==> src/rtl/bus_demux4_if.sv <==
// Bus bundle between one initiator, the demux and four targets.
// The slave modport is the demux view; the master modport is the
// environment view that drives requests and models the targets.
interface bus_demux4_if;
  logic         req_valid;
  logic         req_ready;
  logic [31:0]  req_addr;
  logic         req_we;
  logic [31:0]  req_wdata;
  logic [3:0]   req_wstrb;

  logic [3:0]   tgt_valid;
  logic [3:0]   tgt_ready;
  logic [31:0]  tgt_addr;
  logic         tgt_we;
  logic [31:0]  tgt_wdata;
  logic [3:0]   tgt_wstrb;
  logic [3:0]   tgt_rvalid;
  logic [127:0] tgt_rdata;

  logic         rsp_valid;
  logic [31:0]  rsp_rdata;
  logic         rsp_err;

  modport slave (
    input  req_valid, req_addr, req_we, req_wdata, req_wstrb,
    output req_ready,
    output tgt_valid, tgt_addr, tgt_we, tgt_wdata, tgt_wstrb,
    input  tgt_ready, tgt_rvalid, tgt_rdata,
    output rsp_valid, rsp_rdata, rsp_err
  );

  modport master (
    output req_valid, req_addr, req_we, req_wdata, req_wstrb,
    input  req_ready,
    input  tgt_valid, tgt_addr, tgt_we, tgt_wdata, tgt_wstrb,
    output tgt_ready, tgt_rvalid, tgt_rdata,
    input  rsp_valid, rsp_rdata, rsp_err
  );
endinterface

==> src/rtl/bus_demux4.sv <==
// One-to-four request demultiplexer with a single outstanding transaction.
// The top address nibble picks a target; unmapped addresses and targets
// that stall past TIMEOUT cycles are answered with an error response.
module bus_demux4 #(
  parameter logic [7:0] TIMEOUT = 8'd255
) (
  input logic          clk,
  input logic          resetn,
  bus_demux4_if.slave  bus
);

  typedef enum logic [2:0] {
    IDLE,
    REQ,
    WAIT,
    ERR,
    RESP
  } state_t;

  state_t      state;
  state_t      state_next;

  logic [1:0]  sel;
  logic [7:0]  count;
  logic [31:0] addr_q;
  logic        we_q;
  logic [31:0] wdata_q;
  logic [3:0]  wstrb_q;
  logic [31:0] rdata_q;
  logic        err_q;

  logic [1:0]  dec_sel;
  logic        dec_hit;
  logic        accept;
  logic        sel_ready;
  logic        sel_rvalid;
  logic [31:0] sel_rdata;
  logic        timeout_hit;

  // Map the target-select nibble onto a 2-bit target index
  always_comb begin
    dec_sel = 2'd0;
    dec_hit = 1'b1;
    case (bus.req_addr[31:28])
      4'h0:    dec_sel = 2'd0;
      4'h1:    dec_sel = 2'd1;
      4'h2:    dec_sel = 2'd2;
      4'hF:    dec_sel = 2'd3;
      default: dec_hit = 1'b0;
    endcase
  end

  assign accept      = (state == IDLE) && bus.req_valid;
  assign sel_ready   = bus.tgt_ready[sel];
  assign sel_rvalid  = bus.tgt_rvalid[sel];
  assign sel_rdata   = bus.tgt_rdata[{sel, 5'd0} +: 32];
  assign timeout_hit = (count == (TIMEOUT - 8'd1));

  // State register; reset abandons any in-flight transaction silently
  always_ff @(posedge clk or negedge resetn) begin
    if (!resetn) state <= IDLE;
    else         state <= state_next;
  end

  // Next-state decision; the timeout wins over a same-cycle ready or rvalid
  always_comb begin
    state_next = state;
    case (state)
      IDLE: begin
        if (bus.req_valid) state_next = dec_hit ? REQ : ERR;
      end
      REQ: begin
        if (timeout_hit)                  state_next = ERR;
        else if (sel_ready && sel_rvalid) state_next = RESP;
        else if (sel_ready)               state_next = WAIT;
      end
      WAIT: begin
        if (timeout_hit)     state_next = ERR;
        else if (sel_rvalid) state_next = RESP;
      end
      ERR:     state_next = IDLE;
      RESP:    state_next = IDLE;
      default: state_next = IDLE;
    endcase
  end

  // Capture the accepted request so the target sees stable fields
  always_ff @(posedge clk or negedge resetn) begin
    if (!resetn) begin
      sel     <= 2'd0;
      addr_q  <= 32'd0;
      we_q    <= 1'b0;
      wdata_q <= 32'd0;
      wstrb_q <= 4'd0;
    end else if (accept) begin
      sel     <= dec_sel;
      addr_q  <= bus.req_addr;
      we_q    <= bus.req_we;
      wdata_q <= bus.req_wdata;
      wstrb_q <= bus.req_wstrb;
    end
  end

  // Timeout counter runs only while a target owes us an answer
  always_ff @(posedge clk or negedge resetn) begin
    if (!resetn)                             count <= 8'd0;
    else if (state == REQ || state == WAIT)  count <= count + 8'd1;
    else                                     count <= 8'd0;
  end

  // Response data and error flag persist until the next completion
  always_ff @(posedge clk or negedge resetn) begin
    if (!resetn) begin
      rdata_q <= 32'd0;
      err_q   <= 1'b0;
    end else if (state_next == RESP && state != RESP) begin
      rdata_q <= sel_rdata;
      err_q   <= 1'b0;
    end else if (state_next == ERR && state != ERR) begin
      rdata_q <= 32'd0;
      err_q   <= 1'b1;
    end
  end

  assign bus.req_ready = (state == IDLE);
  assign bus.tgt_valid = (state == REQ) ? (4'b0001 << sel) : 4'b0000;
  assign bus.tgt_addr  = addr_q;
  assign bus.tgt_we    = we_q;
  assign bus.tgt_wdata = wdata_q;
  assign bus.tgt_wstrb = wstrb_q;
  assign bus.rsp_valid = (state == RESP) || (state == ERR);
  assign bus.rsp_rdata = rdata_q;
  assign bus.rsp_err   = err_q;

endmodule

==> src/flat_wrapper.sv <==
// flat-port wrapper written by rule: the top's interface ports become plain ports
module bus_demux4_flat 
#(
  parameter logic [7:0] TIMEOUT = 8'd255
)
  (clk, resetn, bus_req_valid, bus_req_addr, bus_req_we, bus_req_wdata, bus_req_wstrb, bus_req_ready, bus_tgt_valid, bus_tgt_addr, bus_tgt_we, bus_tgt_wdata, bus_tgt_wstrb, bus_tgt_ready, bus_tgt_rvalid, bus_tgt_rdata, bus_rsp_valid, bus_rsp_rdata, bus_rsp_err);
  bus_demux4_if bus_i ();
  input logic clk;
  input logic resetn;
  input wire logic [$bits(bus_i.req_valid)-1:0] bus_req_valid;
  input wire logic [$bits(bus_i.req_addr)-1:0] bus_req_addr;
  input wire logic [$bits(bus_i.req_we)-1:0] bus_req_we;
  input wire logic [$bits(bus_i.req_wdata)-1:0] bus_req_wdata;
  input wire logic [$bits(bus_i.req_wstrb)-1:0] bus_req_wstrb;
  output wire logic [$bits(bus_i.req_ready)-1:0] bus_req_ready;
  output wire logic [$bits(bus_i.tgt_valid)-1:0] bus_tgt_valid;
  output wire logic [$bits(bus_i.tgt_addr)-1:0] bus_tgt_addr;
  output wire logic [$bits(bus_i.tgt_we)-1:0] bus_tgt_we;
  output wire logic [$bits(bus_i.tgt_wdata)-1:0] bus_tgt_wdata;
  output wire logic [$bits(bus_i.tgt_wstrb)-1:0] bus_tgt_wstrb;
  input wire logic [$bits(bus_i.tgt_ready)-1:0] bus_tgt_ready;
  input wire logic [$bits(bus_i.tgt_rvalid)-1:0] bus_tgt_rvalid;
  input wire logic [$bits(bus_i.tgt_rdata)-1:0] bus_tgt_rdata;
  output wire logic [$bits(bus_i.rsp_valid)-1:0] bus_rsp_valid;
  output wire logic [$bits(bus_i.rsp_rdata)-1:0] bus_rsp_rdata;
  output wire logic [$bits(bus_i.rsp_err)-1:0] bus_rsp_err;
  assign bus_i.req_valid = bus_req_valid;
  assign bus_i.req_addr = bus_req_addr;
  assign bus_i.req_we = bus_req_we;
  assign bus_i.req_wdata = bus_req_wdata;
  assign bus_i.req_wstrb = bus_req_wstrb;
  assign bus_req_ready = bus_i.req_ready;
  assign bus_tgt_valid = bus_i.tgt_valid;
  assign bus_tgt_addr = bus_i.tgt_addr;
  assign bus_tgt_we = bus_i.tgt_we;
  assign bus_tgt_wdata = bus_i.tgt_wdata;
  assign bus_tgt_wstrb = bus_i.tgt_wstrb;
  assign bus_i.tgt_ready = bus_tgt_ready;
  assign bus_i.tgt_rvalid = bus_tgt_rvalid;
  assign bus_i.tgt_rdata = bus_tgt_rdata;
  assign bus_rsp_valid = bus_i.rsp_valid;
  assign bus_rsp_rdata = bus_i.rsp_rdata;
  assign bus_rsp_err = bus_i.rsp_err;
  bus_demux4 #(.TIMEOUT(TIMEOUT)) u_core (.clk(clk), .resetn(resetn), .bus(bus_i));
endmodule
==> config.mk <==
export PLATFORM = sky130hd
export DESIGN_NAME = bus_demux4_flat
export DESIGN_NICKNAME = d
export VERILOG_FILES = /design/src/rtl/bus_demux4_if.sv /design/src/rtl/bus_demux4.sv /design/src/flat_wrapper.sv
export SDC_FILE = /design/constraint.sdc
export NUM_CORES = 1
export LEC_CHECK = 0
export CORE_MARGIN = 2
export CORE_UTILIZATION = 35
export CTS_BUF_LIST = sky130_fd_sc_hd__clkbuf_16
export DETAILED_ROUTE_END_ITERATION = 7
export GPL_ROUTABILITY_DRIVEN = 0
export PLACE_DENSITY = 0.77
export SYNTH_ARGS = -nofsm -noshare
export SYNTH_HDL_FRONTEND = slang
export SYNTH_SLANG_ARGS = --single-unit
export TNS_END_PERCENT = 30
==> constraint.sdc <==
create_clock -name clk -period 1.92 [get_ports clk]
set_clock_uncertainty 0.2 [all_clocks]
set_input_delay 0.192 -clock clk [delete_from_list [all_inputs] [get_ports clk]]
set_output_delay 0.192 -clock clk [all_outputs]
set_load 0.01 [all_outputs]
Word-level counts from Yosys, hierarchy flattened
Index checks and enable logic that the tools add are counted.
- bits in registers: 115
- input port bits: 208
- word-level logic and storage cells: 55
- add/subtract/negate cells: 1
- $lt $le $gt $ge: 1
- equal/unequal tests: 12
- shifts and indexed selects: 2
- muxes and demuxes: 20
- reduce and logical (&&, ||, !) cells: 10
- operators with widths (operator ; count):
    $shiftx A128 B8 Y32 ; 1
    $mux W32 ; 2
    $mux W3 ; 6
    $eq A3 B2 Y1 const B ; 3
    $pmux W3 S3 ; 1
    $add A8 B1 Y8 const B ; 1
    $eq A8 B8 Y1 const B ; 1
    $mux W8 ; 1
    $eq A3 B3 Y1 const B ; 2
    $pmux W2 S3 ; 1
    $mux W1 ; 5
    $bmux W1 S2 ; 2
    $eq A4 B1 Y1 const B ; 1
    $eq A4 B2 Y1 const B ; 1
    $eq A4 B4 Y1 const B ; 1
    $logic_and A1 B1 Y1 ; 4
    $logic_not A4 Y1 ; 1
    $mux W4 ; 1
    $reduce_or A4 Y1 ; 1
    $shl A1 B2 Y4 const A ; 1
    $eq A3 B1 Y1 const B ; 1
    $logic_not A3 Y1 ; 1
    $lt A2 B3 Y1 const B ; 1
    $ne A3 B2 Y1 const B ; 1
    other kinds (4) ; 5

Longest topological paths before layout
Gate-level depths: netlist (run 1).
- word-level depth: 10
- gate-level depth with buffers: 8
- depth with buffers taken out: 7

Worst setup path after synthesis (run 1)
No wires, ideal clock.
- path kind: register to register
- start: register u_core.sel[0]
- end: register u_core.rdata_q[10], in the netlist u_core.bus.rsp_rdata[10]
- arrival time: 1.627 ns
- required time: 1.600 ns
- setup slack: -0.027 ns
- cell stages (with the launch flop): 7
- clock period less this slack: 1.947 ns
- cells stage by stage: dfrtp_1 buf_4 buf_6 buf_4 mux4_2 nor3b_1 a31o_1
- cells in the longest elaborated chain, start to end: 9
- elaborated cells on any way between the ends: 18
- classes of those cells: eq/ne (2); shift (1); mux (11); reduce/logical (4)
- RTL lines (element ; RTL line ; text):
    start, declared ; bus_demux4.sv:23 ; logic [1:0] sel;
    start signal, assigned ; bus_demux4.sv:96 ; sel <= dec_sel;
    $bmux W1 S2, on equally long branches ; bus_demux4.sv:54, bus_demux4.sv:55 ;
    $mux W1, on equally long branches ; bus_demux4.sv:54, bus_demux4.sv:55 ;
    $mux W3 / $logic_and A1 B1 Y1 (equally long branches) ; bus_demux4.sv:75, bus_demux4.sv:74 ;
    $mux W3 ; bus_demux4.sv:74 ; else if (sel_ready && sel_rvalid) state_next = RESP;
    $mux W3 ; bus_demux4.sv:73 ; if (timeout_hit) state_next = ERR;
    $pmux W3 S3 ; bus_demux4.sv:68 ; case (state)
    $eq A3 B3 Y1 / $eq A3 B2 Y1 (equally long branches) ; bus_demux4.sv:116, bus_demux4.sv:119 ;
    $logic_and A1 B1 Y1, on equally long branches ; bus_demux4.sv:116, bus_demux4.sv:119 ;
    $mux W32 / $reduce_bool A2 Y1 (equally long branches) ; -- ;
    end signal, assigned ; bus_demux4.sv:117 ; rdata_q <= sel_rdata;
    end, declared ; bus_demux4.sv:29 ; logic [31:0] rdata_q;
Parallel ways exist; a longest one is shown, timed or not. The select of a mux whose other input is x is not followed.
A chain may end at the register's enable or synchronous reset.

Worst setup path in the final report (run 1)
- start: register u_core.sel[0]
- end: register u_core.rdata_q[19], in the netlist u_core.bus.rsp_rdata[19]
The elaborated chain is that of the path after synthesis.

==> results.sh, run 1 <==
export IMPL_slowest_stage="dfrtp_2"
export IMPL_path_cells="buf_6, mux4_2, o21ai_4, or2_4, buf_16, a31o_1"
export IMPL_cts_buffers=17
export IMPL_antenna_found_initial=3
export IMPL_cts_clk_slew_worst_paths_ps=60
export IMPL_preCtsSetupSlack_ps=-174
export IMPL_routedWlPerCell_microns=18.8
export IMPL_ctsRootBufferMaster="clkbuf_16"
export IMPL_crit_path_max_incr_delay_ps=420
export IMPL_crit_buf_inv=2
export IMPL_drtAntennaViolNets=0
export IMPL_cts_tree="yes"
export IMPL_start_kind="register"
export IMPL_rows=46
export IMPL_r2r_slack_ps=-110
export IMPL_crit_cells=6
export IMPL_syn_inst=531
export IMPL_wirelength_mm=20.9
export IMPL_yosysWarningCount=0
export IMPL_die_area_sq_um=17200
export IMPL_clock_sinks=115
export IMPL_fin_area_sq_um=10100
export IMPL_clock_latency_ps=410
export IMPL_io_pins=316
export IMPL_die_height_microns=131
export IMPL_portBuffers=315
export IMPL_critPathMaxFanout=6
export IMPL_grt_pass1_wl_mm=32.2
export IMPL_synth_largest_area_cell="dfrtp_1"
export IMPL_p_leak_nw=4.42
export IMPL_synth_top_cell_area_share_pct=50.8
export IMPL_grt_pass1_vias=5787
export IMPL_drt_iter0_markers=239
export IMPL_avgSynthCellArea_sq_um=10.7
export IMPL_cp_required_ps=2020
export IMPL_synth_area_top_cells="dfrtp_1 (51%), nand2_1 (14%), mux4_2 (13%), a31o_1 (4.9%), nor3b_1 (4.6%)"
export IMPL_gr_total_overflow=0
export IMPL_viasPerCell=4.91
export IMPL_setup_viol=34
export IMPL_die_w_microns=131
export IMPL_maxSlewViolCount=0
export IMPL_fin_crit_ps=2030
export IMPL_yosysUniqueCellTypes=35
export IMPL_synth_area_sq_um=5670
export IMPL_maxCapViolations=0
export IMPL_holdCritPathClass="in2async"
export IMPL_grt_max_degree=51
export IMPL_drtPass1Iterations=4
export IMPL_endpoint_kind="register"
export IMPL_setup_ws_ps=-112
export IMPL_ff2ff_path_depth=6
export IMPL_nets=1089
export IMPL_dp_hpwl_mm=14.8
export IMPL_violations="negative setup slack"
export IMPL_power_switching_w=0.00516
export IMPL_placed_area_sq_um=9230
export IMPL_power_frac_clock_pct=20.1
export IMPL_timing_rr_start="u_core.sel[0]"
export IMPL_worst_pin_slew_ps=504
export IMPL_fillers=1289
export IMPL_outcome="finished with violations"
export IMPL_cp_arrival_ps=2130
export IMPL_initial_core_util_pct=35.8
export IMPL_vias=5445
export IMPL_synth_seq_cells=115
export IMPL_p_comb_share_pct=52.5
export IMPL_syn2layout_area_growth_pct=79.1
export IMPL_rsz0062_at_grt="true"
export IMPL_grt_usage_pct=24.2
export IMPL_reg2reg_to="u_core.bus.rsp_rdata[19]"
export IMPL_intPower_w=0.00963
export IMPL_hold_viol=0
export IMPL_p_per_area_nw_per_um2=1460
export IMPL_synth_seq_area_share_pct=50.8
export IMPL_syn_num_nets=741
export IMPL_htreeDepth=4
export IMPL_drive_above_1_share_pct=16.3
export IMPL_fmax_mhz=492
export IMPL_clock_path_buffers=2
export IMPL_crit_type="reg2reg"
export IMPL_p_seq_share_pct=27.4
export IMPL_vdd_ir_drop_max_mv=0.919
export IMPL_remaining_drc_errors=0
export IMPL_crit_family="flip-flops"
export IMPL_core_area_sq_um=15800
export IMPL_crit_path_end="u_core.bus.rsp_rdata[19]"
export IMPL_swShare_pct=34.9
export IMPL_max_slew_margin_pct=66.4
export IMPL_period_share_pct=106
export IMPL_cp_startpoint="u_core.sel[0]"
==> per-layer routing <==
metal,vias to the layer above,GRT usage [%],part of all wire [%]
met3,44,10.4,10
li1,2527,-,-
met1,2599,26.6,37
met4,0,11.8,3.7
met2,275,40.2,49
met5,-,0,0
==> synth_stat cells <==
library cell,number
nand2_1,213
dfrtp_1,115
nor3b_1,35
mux4_2,33
a31o_1,32
buf_2,16
clkbuf_1,12
nor2_1,10
buf_6,9
o21ai_0,6
xor2_1,6
buf_4,5
nand3_1,5
nor3_1,4
and3_1,3
nand4_1,3
and4_1,2
ha_1,2
inv_1,2
mux2_2,2
nand2b_1,2
a211o_1,1
a221oi_4,1
a31oi_1,1
and4bb_2,1
inv_2,1
mux2i_1,1
nor4b_2,1
nor4b_4,1
o21ai_1,1
o21ai_2,1
o22ai_1,1
o31a_1,1
or2_1,1
xnor2_1,1
==> power by group through the flow <==
| stage | Clock [W] | Sequential [W] | Combinational (W) |
|---|---|---|---|
| 3_5_place_dp | 0 | 0.00408 | 0.00695 |
| 4_1_cts | 0.00303 | 0.00404 | 0.00757 |
| 6_report | 0.00298 | 0.00405 | 0.00776 |
| 2_1_floorplan | 0 | 0.00440 | 0.00309 |
| 3_3_place_gp | 0 | 0.00405 | 0.00683 |
| 5_1_grt | 0.00314 | 0.00418 | 0.00835 |
==> sequential cells by signal, summed over array words and instances (netlist names) <==
signal / cells
u_core.bus.tgt_wstrb: 4
u_core.bus.tgt_addr: 32
u_core.sel: 2
u_core.count: 8
u_core.state: 3
u_core.bus.rsp_err: 1
u_core.bus.tgt_wdata: 32
u_core.bus.tgt_we: 1
u_core.bus.rsp_rdata: 32
==> through the flow <==
step | utilization [%] | total power (W) | cells | setup TNS (ps) | hold slack, ps
4_1_cts | 63.2 | 0.0146 | 1102 | -3480 | 86.5
3_5_place_dp | 58.3 | 0.0110 | 1057 | -5640 | -12.4
5_1_grt | 64.1 | 0.0157 | 1110 | -4630 | 96.2
6_report | 64.1 | 0.0148 | 1110 | -3200 | 75.7
3_3_place_gp | 58.3 | 0.0109 | 1057 | -4650 | -13.3
2_1_floorplan | - | 0.00749 | 531 | 0 | -304
==> repair_timing <==
item,4_1_cts,5_1_grt
endpoints found under the hold margin,115,0
resized for setup,46,15
setup endpoints to repair,40,95
pin swaps,35,2
setup buffers,8,3
hold buffers,1,0
gates cloned,5,2
==> logic make-up after synthesis <==
logic type | Yosys count | synth area share [%]
XOR/XNOR | 7 | 1.08
buffers and inverters | 45 | 4.86
adder cells (fa/ha/maj) | 2 | 0.442
AO/OA/AOI/OAI | 45 | 6.71
flip-flops | 115 | 50.8
multiplexers | 36 | 13.7
AND/OR/NAND/NOR | 281 | 22.4
==> worst min-delay path by stage <==
stage,from,endpoint,slack [ps],cells past startpoint
6_report,resetn,u_core.bus.tgt_wdata[27],80,2
3_5_place_dp,resetn,u_core.bus.tgt_wdata[27],-10,1
5_1_grt,resetn,u_core.bus.tgt_wdata[27],100,2
3_3_place_gp,resetn,u_core.bus.tgt_wdata[27],-10,1
4_1_cts,resetn,u_core.bus.tgt_wdata[27],90,2
2_1_floorplan,resetn,u_core.bus.rsp_err,-300,0
==> layout by cell type, fill, tap and decap left out, types with 2 or more instances in the layout <==
cell type / n
a31o_1: 32
and3_1: 3
and4_1: 2
buf_12: 8
buf_16: 6
buf_2: 5
buf_4: 33
buf_6: 7
bufinv_16: 2
clkbuf_16: 19
clkdlybuf4s50_1: 308
clkinv_1: 3
clkinv_2: 3
clkinvlp_4: 4
dfrtp_1: 111
dfrtp_2: 4
diode_2: 3
ha_1: 2
inv_1: 4
mux2_4: 2
mux4_2: 33
nand2_1: 212
nand2b_1: 2
nand3_1: 5
nand4_1: 3
nor2_1: 9
nor3_1: 2
nor3_2: 2
nor3b_1: 30
nor3b_2: 5
nor4b_4: 2
o21ai_0: 6
xor2_1: 6
==> area by class of cell <==
cell class,count,area (sq um),share of cell area [%]
Timing Repair Buffer,371,3830,37.8
Sequential cell,115,2880,28.4
Multi-Input combinational cell,371,2590,25.5
Clock buffer,17,425,4.19
Tap cell,216,270,2.66
Clock inverter,14,124,1.22
Inverter,3,13.8,0.136
Antenna cell,3,7.51,0.0740
No activity file was read; power rests on OpenSTA's default activity.
==> run 2: changes to the inputs <==
--- a/config.mk
+++ b/config.mk
@@ -5,12 +5,14 @@
 export SDC_FILE = /design/constraint.sdc
 export NUM_CORES = 1
 export LEC_CHECK = 0
+export CELL_PAD_IN_SITES_DETAIL_PLACEMENT = 1
+export CELL_PAD_IN_SITES_GLOBAL_PLACEMENT = 1
 export CORE_MARGIN = 2
-export CORE_UTILIZATION = 35
+export CORE_UTILIZATION = 26
 export CTS_BUF_LIST = sky130_fd_sc_hd__clkbuf_16
 export DETAILED_ROUTE_END_ITERATION = 7
 export GPL_ROUTABILITY_DRIVEN = 0
-export PLACE_DENSITY = 0.77
+export PLACE_DENSITY_LB_ADDON = 0.1
 export SYNTH_ARGS = -nofsm -noshare
 export SYNTH_HDL_FRONTEND = slang
 export SYNTH_SLANG_ARGS = --single-unit
==> results.sh, run 2 (same netlist as run 1, synthesis figures left out) <==
export IMPL_start_kind="register"
export IMPL_p_leak_nw=4.35
export IMPL_finish_utilization_pct=46.9
export IMPL_cp_arrival_ps=2120
export IMPL_register_area_sq_um=2880
export IMPL_dp_hpwl_mm=16.1
export IMPL_hold_viol=0
export IMPL_final_common_cell="clkdlybuf4s50_1"
export IMPL_vdd_ir_drop_max_mv=0.636
export IMPL_syn2layout_area_growth_pct=78.9
export IMPL_die_height_microns=152
export IMPL_routedWlPerCell_microns=18.4
export IMPL_rsz0062_at_grt="true"
export IMPL_ctsRootBufferMaster="clkbuf_16"
export IMPL_slowest_stage="mux4_2"
export IMPL_period_share_pct=106
export IMPL_fillers=2367
export IMPL_path_cells="buf_6, mux4_2, o21ai_4, buf_6, buf_12, nor3b_1, a31o_1"
export IMPL_io_pins=316
export IMPL_crit_path_max_incr_delay_ps=580
export IMPL_setup_ws_ps=-111
export IMPL_cts_tree="yes"
export IMPL_layout_common_cells="clkdlybuf4s50_1 (308), nand2_1 (211), dfrtp_1 (111)"
export IMPL_endpoint_kind="register"
export IMPL_clock_path_buffers=2
export IMPL_drive_above_1_share_pct=15.7
export IMPL_fin_area_sq_um=10100
export IMPL_core_area_sq_um=21600
export IMPL_critPathMostFrequentCell="buf_6"
export IMPL_multi_input_area_sq_um=2600
export IMPL_fin_crit_ps=2030
export IMPL_outcome="finished with violations"
export IMPL_swShare_pct=35.0
export IMPL_nets=1080
export IMPL_intPower_w=0.00955
export IMPL_antenna_found_initial=0
export IMPL_drt_iter0_markers=159
export IMPL_grt_usage_pct=18.5
export IMPL_cts_clk_slew_worst_paths_ps=50
export IMPL_placed_area_sq_um=9310
export IMPL_clock_sinks=115
export IMPL_crit_type="reg2reg"
export IMPL_viasPerCell=4.64
export IMPL_power_frac_clock_pct=21.0
export IMPL_fmax_mhz=492
export IMPL_setup_viol=33
export IMPL_die_w_microns=152
export IMPL_gr_total_overflow=0
export IMPL_n_antenna_cell=0
export IMPL_drtPass1Iterations=4
export IMPL_wirelength_mm=21.4
export IMPL_violations="negative setup slack"
export IMPL_remaining_drc_errors=0
export IMPL_cts_buffers=17
export IMPL_max_slew_margin_pct=73.9
export IMPL_die_area_sq_um=23000
export IMPL_cp_required_ps=2010
export IMPL_portBuffers=315
export IMPL_power_switching_w=0.00514
export IMPL_grt_pass1_wl_mm=32.4
export IMPL_p_seq_share_pct=27.7
export IMPL_p_comb_share_pct=51.3
export IMPL_vias=5399
export IMPL_holdCritPathClass="in2async"
export IMPL_clock_latency_ps=410
export IMPL_maxCapViolations=0
export IMPL_initial_core_util_pct=26.2
export IMPL_grt_max_degree=50
export IMPL_drtAntennaViolNets=0
export IMPL_critPathMaxFanout=12
export IMPL_worst_pin_slew_ps=391
export IMPL_p_per_area_nw_per_um2=1450
export IMPL_htreeDepth=4
export IMPL_maxSlewViolCount=0
export IMPL_rows=54
export IMPL_grt_pass1_vias=5997
run 2: layer usage:
| metal | part of all wire, % | up-vias | track usage (%) |
|---|---|---|---|
| met3 | 9.6 | 30 | 7.31 |
| met5 | 0 | - | 0 |
| met4 | 2.0 | 0 | 6.25 |
| met1 | 39 | 2651 | 21.0 |
| met2 | 49 | 215 | 31.9 |
| li1 | - | 2503 | - |
run 2: final cells by class:
cell class / count / share of cell area, %
clock buffers: 17 / 4.20
well taps: 280 / 3.46
clock inverters: 15 / 1.47
repair buffers: 362 / 36.7
multi-input cells: 371 / 25.7
inverters: 3 / 0.111
flip-flops and latches: 115 / 28.4
run 2: timing repair:
action	CTS	global route
endpoints found under the hold margin	115	0
hold buffers	1	0
cloned	4	0
resized for setup	48	8
buffers inserted	6	0
endpoints found under the setup margin	40	35
pin swaps	11	5
run 2: power groups by stage:
| stage | registers, W | logic, W | clock network (W) |
|---|---|---|---|
| 2_1_floorplan | 0.00440 | 0.00309 | 0 |
| 3_3_place_gp | 0.00408 | 0.00697 | 0 |
| 3_5_place_dp | 0.00411 | 0.00718 | 0 |
| 4_1_cts | 0.00409 | 0.00764 | 0.00317 |
| 5_1_grt | 0.00421 | 0.00818 | 0.00328 |
| 6_report | 0.00407 | 0.00753 | 0.00309 |
run 2: through the flow:
stage | cells | hold slack [ps] | TNS, ps | setup WS (ps) | power [W]
2_1_floorplan | 531 | -304 | 0 | 1.64 | 0.00749
3_3_place_gp | 1120 | -54.7 | -7080 | -211 | 0.0110
3_5_place_dp | 1120 | -51.2 | -8130 | -292 | 0.0113
4_1_cts | 1163 | 66.2 | -2680 | -99.2 | 0.0149
5_1_grt | 1163 | 79.1 | -5010 | -183 | 0.0157
6_report | 1163 | 56.7 | -3060 | -111 | 0.0147
run 2: final timing paths:
kind                       depth (start not counted)                     from  slack [ps]                  endpoint
min reg2reg                                        2  u_core.bus.tgt_wdata[4]         280   u_core.bus.tgt_wdata[4]
max in group asynchronous                          3                   resetn         890   u_core.bus.tgt_addr[29]
max                                                7            u_core.sel[0]        -110   u_core.bus.rsp_rdata[2]
max reg2reg                                        7            u_core.sel[0]        -110   u_core.bus.rsp_rdata[2]
min in group clk                                   3         bus_req_wdata[0]         110   u_core.bus.tgt_wdata[0]
min                                                2                   resetn          60  u_core.bus.rsp_rdata[30]
run 2: critical path, delay by kind of cell, from the launching register on:
family / cells / cell delay [ps]
AND/OR/NAND/NOR: 1 / 50
buffers and inverters: 3 / 430
multiplexers: 1 / 580
AO/OA/AOI/OAI: 2 / 290
flip-flops: 1 / 360
==> run 3: changes to the inputs <==
--- a/config.mk
+++ b/config.mk
@@ -8,7 +8,7 @@
 export CELL_PAD_IN_SITES_DETAIL_PLACEMENT = 1
 export CELL_PAD_IN_SITES_GLOBAL_PLACEMENT = 1
 export CORE_MARGIN = 2
-export CORE_UTILIZATION = 26
+export CORE_UTILIZATION = 28
 export CTS_BUF_LIST = sky130_fd_sc_hd__clkbuf_16
 export DETAILED_ROUTE_END_ITERATION = 7
 export GPL_ROUTABILITY_DRIVEN = 0
==> constraint.sdc (replaced) <==
create_clock -name clk -period 1.89 [get_ports clk]
set_clock_uncertainty 0.2 [all_clocks]
set_input_delay 0.4725 -clock clk [delete_from_list [all_inputs] [get_ports clk]]
set_output_delay 0.4725 -clock clk [all_outputs]
set_load 0.01 [all_outputs]
==> results.sh, run 3 (same netlist as run 1, synthesis figures left out) <==
export IMPL_outcome="finished with violations"
export IMPL_clock_path_buffers=2
export IMPL_htreeDepth=4
export IMPL_portBuffers=315
export IMPL_grt_pass1_vias=6000
export IMPL_syn2layout_area_growth_pct=81.3
export IMPL_max_slew_margin_pct=71.8
export IMPL_grt_max_degree=62
export IMPL_setup_viol=41
export IMPL_nets=1087
export IMPL_rows=52
export IMPL_rsz0062_at_grt="true"
export IMPL_fin_area_sq_um=10300
export IMPL_finalSetupTns_ps=-7250
export IMPL_crit_type="reg2out"
export IMPL_violations="negative setup slack"
export IMPL_core_area_sq_um=20000
export IMPL_hold_viol=0
export IMPL_grt_pass1_wl_mm=33.6
export IMPL_gr_total_overflow=0
export IMPL_viasPerCell=4.71
export IMPL_drtPass1Iterations=4
export IMPL_die_height_microns=146
export IMPL_p_leak_nw=4.78
export IMPL_cts_clk_slew_worst_paths_ps=60
export IMPL_holdCritPathClass="reg2reg"
export IMPL_vdd_ir_drop_max_mv=0.654
export IMPL_clock_latency_ps=410
export IMPL_layout_common_cells="nand2_1 (210), clkdlybuf4s50_1 (206), dfrtp_1 (111)"
export IMPL_hold_ws_ps=270
export IMPL_hp_start="u_core.bus.tgt_wdata[5]"
export IMPL_routedWlPerCell_microns=19.2
export IMPL_cp_arrival_ps=1440
export IMPL_maxSlewViolCount=0
export IMPL_met3_usage_pct=7.50
export IMPL_antenna_found_initial=0
export IMPL_r2r_slack_ps=-220
export IMPL_period_share_pct=112
export IMPL_die_w_microns=146
export IMPL_vias=5468
export IMPL_p_per_area_nw_per_um2=1480
export IMPL_clock_sinks=115
export IMPL_io_pins=316
export IMPL_hold_depth=2
export IMPL_n_antenna_cell=0
export IMPL_setup_ws_ps=-219
export IMPL_remaining_drc_errors=0
export IMPL_cp_required_ps=1220
export IMPL_cts_buffers=17
export IMPL_holdPathEnd="u_core.bus.tgt_wdata[5]"
export IMPL_gr_usage_met2_pct=33.8
export IMPL_initial_core_util_pct=28.3
export IMPL_endpoint_kind="output port"
export IMPL_ff2ff_path_depth=5
export IMPL_timing_rr_start="u_core.sel[0]"
export IMPL_wirelength_mm=22.3
export IMPL_dp_hpwl_mm=15.7
export IMPL_use_met1_pct=23.7
export IMPL_drtAntennaViolNets=0
export IMPL_grt_usage_pct=19.8
export IMPL_placed_area_sq_um=9340
export IMPL_drt_iter0_markers=138
export IMPL_maxCapViolations=0
export IMPL_reg2reg_to="u_core.bus.rsp_rdata[15]"
export IMPL_fillers=2228
export IMPL_ctsRootBufferMaster="clkbuf_16"
export IMPL_drive_above_1_share_pct=17.3
export IMPL_worst_pin_slew_ps=423
export IMPL_fin_crit_ps=2110
export IMPL_start_kind="register"
export IMPL_critPathMaxFanout=7
export IMPL_final_common_cell="nand2_1"
export IMPL_die_area_sq_um=21400
export IMPL_fmax_mhz=474
export IMPL_busiest_layer="met2"
export IMPL_cts_tree="yes"
## run 3: cell types whose count changed in the layout (fill, tap and decap cells not counted), sizes merged, moves of 2 or more
cell           delta
clkdlybuf4s50   -102
bufinv            +3
clkinv            -2
dlygate4sd2     +102
inv               -2
clkbuf            +6
## run 3: stage by stage
step / std cells / power, W / util (%) / worst slack [ps]
6_report: 1160 / 0.0152 / 51.2 / -219
2_1_floorplan: 531 / 0.00765 / - / -16.2
3_3_place_gp: 1111 / 0.0112 / 46.6 / -500
3_5_place_dp: 1111 / 0.0115 / 46.6 / -567
4_1_cts: 1148 / 0.0146 / 49.6 / -227
5_1_grt: 1160 / 0.0161 / 51.2 / -263
## run 3: critical path: stages, from the launching register on
cell	delay [ps]
dfrtp_4	550
buf_12	180
nor3b_2	150
buf_2	140
## run 3: worst max path at each step
stage / depth (start not counted) / slack, ps / endpoint / from
after floorplan: 7 / -20 / u_core.bus.rsp_rdata[1] / u_core.state[1]
after global placement: 6 / -500 / u_core.bus.rsp_rdata[9] / bus_tgt_ready[2]
after detailed placement: 6 / -570 / u_core.bus.rsp_rdata[18] / bus_tgt_ready[2]
after CTS: 5 / -230 / u_core.bus.rsp_rdata[9] / u_core.sel[0]
after global routing: 3 / -260 / bus_tgt_valid[1] / u_core.sel[0]
final: 3 / -220 / bus_tgt_valid[1] / u_core.sel[0]
## run 3: cell type report
cell class                      instances  area [sq um]  share of cell area [%]
Timing Repair Buffer                  369          3740                    36.4
Sequential cell                       115          2890                    28.1
Multi-Input combinational cell        371          2630                    25.6
Clock buffer                           17           425                    4.14
Tap cell                              270           338                    3.29
Clock inverter                         15           238                    2.31
Inverter                                3          13.8                   0.134
## run 3: timing repair
item                                    in CTS  in global routing
endpoints found under the setup margin     143                 94
buffers inserted                             4                  2
hold buffers                                 1                  0
pin swaps                                    3                 15
endpoints found under the hold margin       23                  0
gates resized for setup                    145                 27
gates cloned                                 0                 10
## run 3: layer usage
metal / wire length (microns) / share of wire [%] / vias to the layer above
li1: - / - / 2519
met1: 8910 / 40 / 2704
met2: 11200 / 50 / 218
met3: 1810 / 8.1 / 27
met4: 355 / 1.6 / 0
met5: 0 / 0 / -
## run 3: report_power, final
group / internal, W / switching (W)
logic: 0.00377 / 0.00363
registers: 0.00350 / 0.000634
clock network: 0.00246 / 0.00118
total: 0.00973 / 0.00544
